$ cat config.mk
export PLATFORM = sky130hd
export DESIGN_NAME = weight_bram_scheduler
export DESIGN_NICKNAME = d
export VERILOG_FILES = /design/src/rtl/weight_bram_scheduler.sv
export SDC_FILE = /design/constraint.sdc
export NUM_CORES = 1
export LEC_CHECK = 0
export ABC_AREA = 1
export ABC_CLOCK_PERIOD_IN_PS = 2000
export BUFFER_PORTS_ARGS = -buffer_cell sky130_fd_sc_hd__buf_4
export CAP_MARGIN = 20
export CORE_ASPECT_RATIO = 0.5
export CORE_MARGIN = 2
export CORE_UTILIZATION = 30
export DETAILED_ROUTE_END_ITERATION = 10
export GPL_TIMING_DRIVEN = 0
export PLACE_DENSITY = 0.64
export SLEW_MARGIN = 5
export SYNTH_ARGS = -nofsm -noshare
export SYNTH_HDL_FRONTEND = slang
export SYNTH_SLANG_ARGS = --single-unit
$ cat constraint.sdc
create_clock -name clk -period 2 [get_ports clk]
set_input_delay 0.4 -clock clk [delete_from_list [all_inputs] [get_ports clk]]
set_output_delay 0.4 -clock clk [all_outputs]
set_load 0.05 [all_outputs]
$ cat src/rtl/weight_bram_scheduler.sv
// Arbitrates the weight BRAM between the AXI-Stream weight writer and the compute-side
// weight fetch; reads take priority and never share port A with a write in the same cycle.
module weight_bram_scheduler #(
  parameter int unsigned BRAM_ADDRESS_WIDTH = 12,
  parameter int unsigned DATA_WIDTH         = 32,
  parameter int unsigned READ_LATENCY       = 1
) (
  input  logic                          clk,
  input  logic                          rst_n,
  // AXI-Stream weight writer
  input  logic [DATA_WIDTH-1:0]         s_axis_tdata,
  input  logic                          s_axis_tvalid,
  input  logic                          s_axis_tlast,
  output logic                          s_axis_tready,
  input  logic                          wr_addr_reset,
  output logic                          wr_full,
  // Control unit weight fetch
  input  logic                          rd_req,
  input  logic                          address_reset,
  input  logic                          bram_control_add1,
  input  logic                          bram_control_add2,
  input  logic                          bram_port_sel,
  // BRAM port A (read/write)
  output logic                          bram_a_en,
  output logic                          bram_a_we,
  output logic [BRAM_ADDRESS_WIDTH-1:0] bram_a_addr,
  output logic [DATA_WIDTH-1:0]         bram_a_din,
  input  logic [DATA_WIDTH-1:0]         bram_a_dout,
  // BRAM port B (read only)
  output logic                          bram_b_en,
  output logic [BRAM_ADDRESS_WIDTH-1:0] bram_b_addr,
  input  logic [DATA_WIDTH-1:0]         bram_b_dout,
  // Fetched weight
  output logic [DATA_WIDTH-1:0]         weight_data,
  output logic                          weight_from_bram_valid,
  output logic                          busy
);

  localparam int unsigned AW   = BRAM_ADDRESS_WIDTH;
  localparam int unsigned CntW = (READ_LATENCY > 1) ? $clog2(READ_LATENCY) : 1;

  typedef enum logic [2:0] {
    StIdle,
    StWrite,
    StRdIssue,
    StRdWait,
    StRdDone
  } state_e;

  state_e                state_q, state_d;
  logic [AW-1:0]         wr_addr_q;
  logic                  wr_full_q;
  logic [AW-1:0]         rd_addr_q;
  logic [CntW-1:0]       wait_cnt_q;
  logic                  port_sel_q;
  logic [DATA_WIDTH-1:0] weight_data_q;

  logic beat;
  logic wait_last;
  logic wr_at_top;
  logic [1:0] rd_step;

  assign wr_at_top = (wr_addr_q == {AW{1'b1}});
  assign wait_last = (wait_cnt_q == CntW'(READ_LATENCY - 1));
  assign rd_step   = {bram_control_add2, bram_control_add1};

  always_comb begin
    state_d                = state_q;
    beat                   = 1'b0;
    s_axis_tready          = 1'b0;
    bram_a_en              = 1'b0;
    bram_a_we              = 1'b0;
    bram_a_addr            = '0;
    bram_a_din             = '0;
    bram_b_en              = 1'b0;
    bram_b_addr            = '0;
    weight_from_bram_valid = 1'b0;
    busy                   = (state_q != StIdle);

    unique case (state_q)
      StIdle: begin
        if (rd_req) begin
          state_d = StRdIssue;
        end else if (s_axis_tvalid && !wr_full_q) begin
          state_d = StWrite;
        end
      end
      StWrite: begin
        s_axis_tready = ~wr_full_q;
        beat          = s_axis_tvalid & ~wr_full_q;
        if (beat) begin
          bram_a_en   = 1'b1;
          bram_a_we   = 1'b1;
          bram_a_addr = wr_addr_q;
          bram_a_din  = s_axis_tdata;
          // Hitting the top address truncates the burst; later beats stall.
          if (s_axis_tlast || wr_at_top) begin
            state_d = StIdle;
          end
        end
      end
      StRdIssue: begin
        if (bram_port_sel) begin
          bram_b_en   = 1'b1;
          bram_b_addr = rd_addr_q;
        end else begin
          bram_a_en   = 1'b1;
          bram_a_addr = rd_addr_q;
        end
        state_d = StRdWait;
      end
      StRdWait: begin
        if (wait_last) begin
          state_d = StRdDone;
        end
      end
      StRdDone: begin
        weight_from_bram_valid = 1'b1;
        state_d                = StIdle;
      end
      default: state_d = StIdle;
    endcase
  end

  always_ff @(posedge clk or negedge rst_n) begin
    if (!rst_n) begin
      state_q       <= StIdle;
      wr_addr_q     <= '0;
      wr_full_q     <= 1'b0;
      rd_addr_q     <= '0;
      wait_cnt_q    <= '0;
      port_sel_q    <= 1'b0;
      weight_data_q <= '0;
    end else begin
      state_q <= state_d;

      // A coincident beat still writes the old address; the reset wins the update.
      if (wr_addr_reset) begin
        wr_addr_q <= '0;
        wr_full_q <= 1'b0;
      end else if (beat) begin
        wr_addr_q <= wr_addr_q + 1'b1;
        if (wr_at_top) begin
          wr_full_q <= 1'b1;
        end
      end

      if (address_reset) begin
        rd_addr_q <= '0;
      end else begin
        rd_addr_q <= rd_addr_q + AW'(rd_step);
      end

      if (state_q == StRdIssue) begin
        wait_cnt_q <= '0;
        port_sel_q <= bram_port_sel;
      end else if (state_q == StRdWait) begin
        wait_cnt_q <= wait_cnt_q + 1'b1;
        if (wait_last) begin
          weight_data_q <= port_sel_q ? bram_b_dout : bram_a_dout;
        end
      end
    end
  end

  assign wr_full     = wr_full_q;
  assign weight_data = weight_data_q;

endmodule
# Word-level counts from Yosys, hierarchy flattened
# Cells that the tools add are included.
# op_classes
addsub	3
n_eq_ne	9
reduce_logical	11
muxes	31
n_bitwise	4
# op_table
op	n
32-bit two-way mux	3
12-bit two-way mux	7
12-bit case mux with 2 select lines	1
3-bit two-way mux	5
1-bit two-way mux	13
12-bit by 1-bit adder with 12-bit output (second input constant)	1
12-bit by 2-bit adder with 12-bit output	1
12-bit equality test (second input constant)	1
3-bit case mux with 4 select lines	1
3-bit by 2-bit equality test with 1-bit output (second input constant)	2
2-bit != test (second input constant)	3
2-bit nonzero test	3
4-bit AND reduction	1
3-bit by 1-bit equality test with 1-bit output (second input constant)	1
3-bit equality test (second input constant)	1
3-bit logical NOT	1
3-bit != test (second input constant)	1
1-bit NOT	3
3-bit AND reduction	1
3-bit nonzero test	1
1-bit case mux with 2 select lines	1
2-bit AND reduction	1
1-bit adder (second input constant)	1
1-bit bitwise AND	1
3 further kinds	3
# totals
out_inout_bits	95
input_bits	106
ff_bits	62

# Logic depth before layout (Yosys ltp)
# logic_depth
ltp_word	5
depth_mapped	9
depth_no_buf	9

# Worst setup path before layout
# No wires, ideal clock.
# synth_path
kind	register -> output
startpoint	register state_q[2]
endpoint	output port bram_b_addr[10]
n_path_buf	1
setup_slack_ns	-0.861
path_stages_with_launch	9
arrival_ns	2.461
path_cell_list	dfrtp_1 -> inv_1 -> nand2_1 -> nor2_1 -> inv_1 -> nor2_1 -> inv_1 -> buf_2 -> nor2_1
# synth_via
elab_chain_cells	2
# synth_lines
element	line_no	text
from (decl)	50	state_e state_q, state_d;
from (signal assigned)	127	state_q <= StIdle;
from (signal assigned)	135	state_q <= state_d;
3-bit by 2-bit equality test with 1-bit output	80	unique case (state_q)
12-bit two-way mux	80	
to (decl)	31	output logic [BRAM_ADDRESS_WIDTH-1:0] bram_b_addr,
# No other way between the ends.

# Worst setup path in the final report
# layout_path
startpoint	register state_q[2]
endpoint	output port bram_a_addr[5]
# layout_via
elab_chain_cells	2
# layout_lines
element	line_no	text
3-bit by 2-bit equality test with 1-bit output or 3-bit by 1-bit equality test with 1-bit output (tied branches)	80	
12-bit case mux with 2 select lines (*)	80	
to (decl)	26	output logic [BRAM_ADDRESS_WIDTH-1:0] bram_a_addr,
# Mark *: on every way between the ends. The rest lies on a longest branch, timed or not.

==> impl_results.md <==
- Clk pin slew, worst setup/hold paths: 0.05 ns
- Layout area overhead: 72.9%
- DRT antenna net count: 0
- Post-synthesis register bit count: 62
- I/O Buffers: 200
- DR DRC count: 0
- Seq. cell area: 1550 µm²
- M1 GR Usage: 23.0%
- Vias/cell: 4.51
- Clock period minus worst slack: 2.09 ns
- Multi-input logic area: 1960 µm²
- Antenna violations before repair: 0
- Gpl congestion: 0.831
- Cts bufs inserted: 9
- Busiest grt layer: met2
- Hold crit path type: in -> async
- Clock root cell: clkbuf_16
- Syn Nets: 643
- Actual slew at the worst max-slew pin: 0.809 ns
- Die X: 159 µm
- Max cap viols: 0
- CP cell instances: inv_2 -> buf_6 -> nand3_4 -> nor2_8 -> inv_4 -> buf_12 -> o22ai_4 -> buf_6
- Max H-tree Level: 3
- # diodes: 0
- Final hold vios: 0
- Die area: 13000 µm²
- Worst R2R Setup Slack: 0.34 ns
- Critical path required time: 1.60 ns
- Tcrit/Tclk final: 105%
- YS warnings: 0
- NumNets Final: 873
- Post-synthesis sequential area ratio: 42.8%
- All-Layer GR Usage: 18.0%
- Total global routing overflow: 0
- Status: finished, violations left
- Fraction of layout cells with a size suffix above 1: 41.7%
- Worst Setup Path Type: reg -> out
- Top post-synthesis cells by area: dfrtp_1 43%, nand2_1 15%, o21ai_0 9.1%, inv_1 8.0%, nor2_1 8.0%
- Buf/Inv on CP: 5
- Routed wire per std cell: 12.8 µm
- CTS max path bufs: 2
- Boundary Pins: 201
- Vias in the first global route: 3943
- Synth Cell Area: 3620 µm²
- Setup_tns: -1.53 ns
- Pwr per Cell Area: 1300 nW/µm²
- Endpoint class of the critical path: primary output
- Num rows: 28
- Post-layout util: 53.1%
- Routed WL: 12000 µm
- CP dominant cell by count: buf_6
- Post-Place Cells: 898
- Largest net degree at the start of global routing: 63
- Post-synth top area cell: dfrtp_1
- Clock latency on the worst-skew pair: 0.32 ns
- Worst vdd ir: 0.646 mV
- Post-synth cell types: 23
- Clk_skew: 0.00452 ns
- Met3 Use GR: 3.54%
- Design Power: 8.12 mW
- Non-Filler Instances: 933
- Filler cells: 1154
- Failing checks: negative setup slack
- Max-slew headroom: 46.1%
- Via count: 4210
- Die Y: 81.7 µm
- Syn avg cell area: 6.80 µm²
- Final Worst Setup Slack: -0.0917 ns
- Worst Path Arrival: 1.69 ns
- Mapped Cells: 533
- Initial detailed-routing violation count: 273
- Largest delay share family, worst path: buffers and inverters
- Delay of the slowest cell on the worst path: 0.38 ns
- Leak Pwr: 3.09 nW
- Fin Hold WS: 0.173 ns
- Starting Density: 30.7%
- CTS tree: built
- CP Launch Type: flop
- Met2 Use GR: 31.2%
- DR pass1 iterations: 5
- CORE AREA: 11800 µm²
- Max frequency: 478 MHz
- Post-DP HPWL: 9000 µm
- First-pass GRT wire length: 18900 µm
- Hold Buf Count CTS: 0
- CP max stage cell: dfrtp_1
- Final setup violation count: 31
- Clk sinks: 62
- Post-synth top area share: 42.8%
- Final Max Tran Viols: 0
- CP Max Fanout: 10
- RSZ-0062 raised after global routing: yes
Yosys cell counts:
cell / n
nand2_1: 147
inv_1: 77
nor2_1: 77
o21ai_0: 66
dfrtp_1: 62
nand3_1: 15
clkbuf_1: 14
a21oi_1: 13
o21ai_1: 12
o22ai_1: 12
nor3_1: 10
buf_2: 7
nand4_1: 6
ha_1: 3
buf_1: 2
buf_6: 2
o21ai_2: 2
fa_1: 1
inv_2: 1
nand3_4: 1
nand3b_1: 1
nor2_8: 1
xor2_1: 1
report_power, final:
part,switching [mW],internal (mW)
clock network,0.533,0.865
registers,0.248,1.66
logic,3.23,1.59
stage by stage:
step           cell area, µm²  worst slack [ns]
5_1_grt                  6270            -0.161
4_1_cts                  6150           -0.0935
3_3_place_gp             5610           -0.0899
2_1_floorplan            3900           -0.0937
3_5_place_dp             5610           -0.0879
6_report                 6270           -0.0917
cell usage in the layout (no fill, tap or decap), drive strengths merged:
| master | instances |
|---|---|
| inv | 78 |
| nand3 | 16 |
| clkinvlp | 1 |
| xor2 | 1 |
| buf | 231 |
| a21oi | 13 |
| nand2 | 147 |
| nand4 | 6 |
| nand3b | 1 |
| fa | 1 |
| o21ai | 80 |
| o22ai | 12 |
| nor3 | 10 |
| clkbuf | 25 |
| dfrtp | 62 |
| clkinv | 3 |
| ha | 3 |
| nor2 | 78 |
cell type report:
class | instances | share of cell area (%)
Sequential cell | 62 | 24.8
Inverter | 78 | 4.75
Multi-Input combinational cell | 368 | 31.2
Tap cell | 165 | 3.29
Clock inverter | 4 | 0.359
Timing Repair Buffer | 219 | 28.4
Buffer | 25 | 3.19
Clock buffer | 12 | 3.93
worst paths after layout:
| kind | depth (start not counted) | end | start |
|---|---|---|---|
| max | 8 | bram_a_addr[5] | state_q[2] |
| min | 1 | weight_data[6] | rst_n |
| max reg2reg | 8 | rd_addr_q[8] | rd_addr_q[0] |
| min reg2reg | 2 | weight_data[29] | weight_data[29] |
| max in group asynchronous | 1 | wr_full | rst_n |
| min in group clk | 2 | wr_full | wr_addr_reset |
flip-flops by register name, summed over array words and instances, names as in the netlist:
register     cells
weight_data     32
wr_full          1
rd_addr_q       12
wait_cnt_q       1
state_q          3
port_sel_q       1
wr_addr_q       12
kinds of logic after synthesis:
| logic type | Yosys count | synth area share (%) |
|---|---|---|
| AND/OR/NAND/NOR | 258 | 28.9 |
| AO/OA/AOI/OAI | 105 | 15.1 |
| buffers and inverters | 103 | 11.3 |
| flip-flops | 62 | 42.8 |
| adder cells (fa/ha/maj) | 4 | 1.59 |
| XOR/XNOR | 1 | 0.242 |
worst reg2reg max path, delay by kind of cell (launching register included):
| kind | cells | cell delay (ns) |
|---|---|---|
| and+or+nand+nor | 4 | 0.63 |
| adders and majority gates | 2 | 0.42 |
| DFF | 1 | 0.34 |
| AOI/OAI and AO/OA | 1 | 0.10 |
| buffers and inverters | 1 | 0.08 |
metal layers:
layer / wire length (µm) / vias up
li1: - / 2140
met1: 5320 / 1933
met2: 5890 / 123
met3: 619 / 14
met4: 158 / 0
met5: 0 / -
timing repair:
action / CTS / global route
cloned: 1 / 0
buffers inserted: 10 / 8
pin swaps: 5 / 4
gates resized for setup: 51 / 20
hold endpoints to repair: 0 / 0
setup endpoints to repair: 56 / 57
Note: power is estimated with default switching activity, not from simulation.
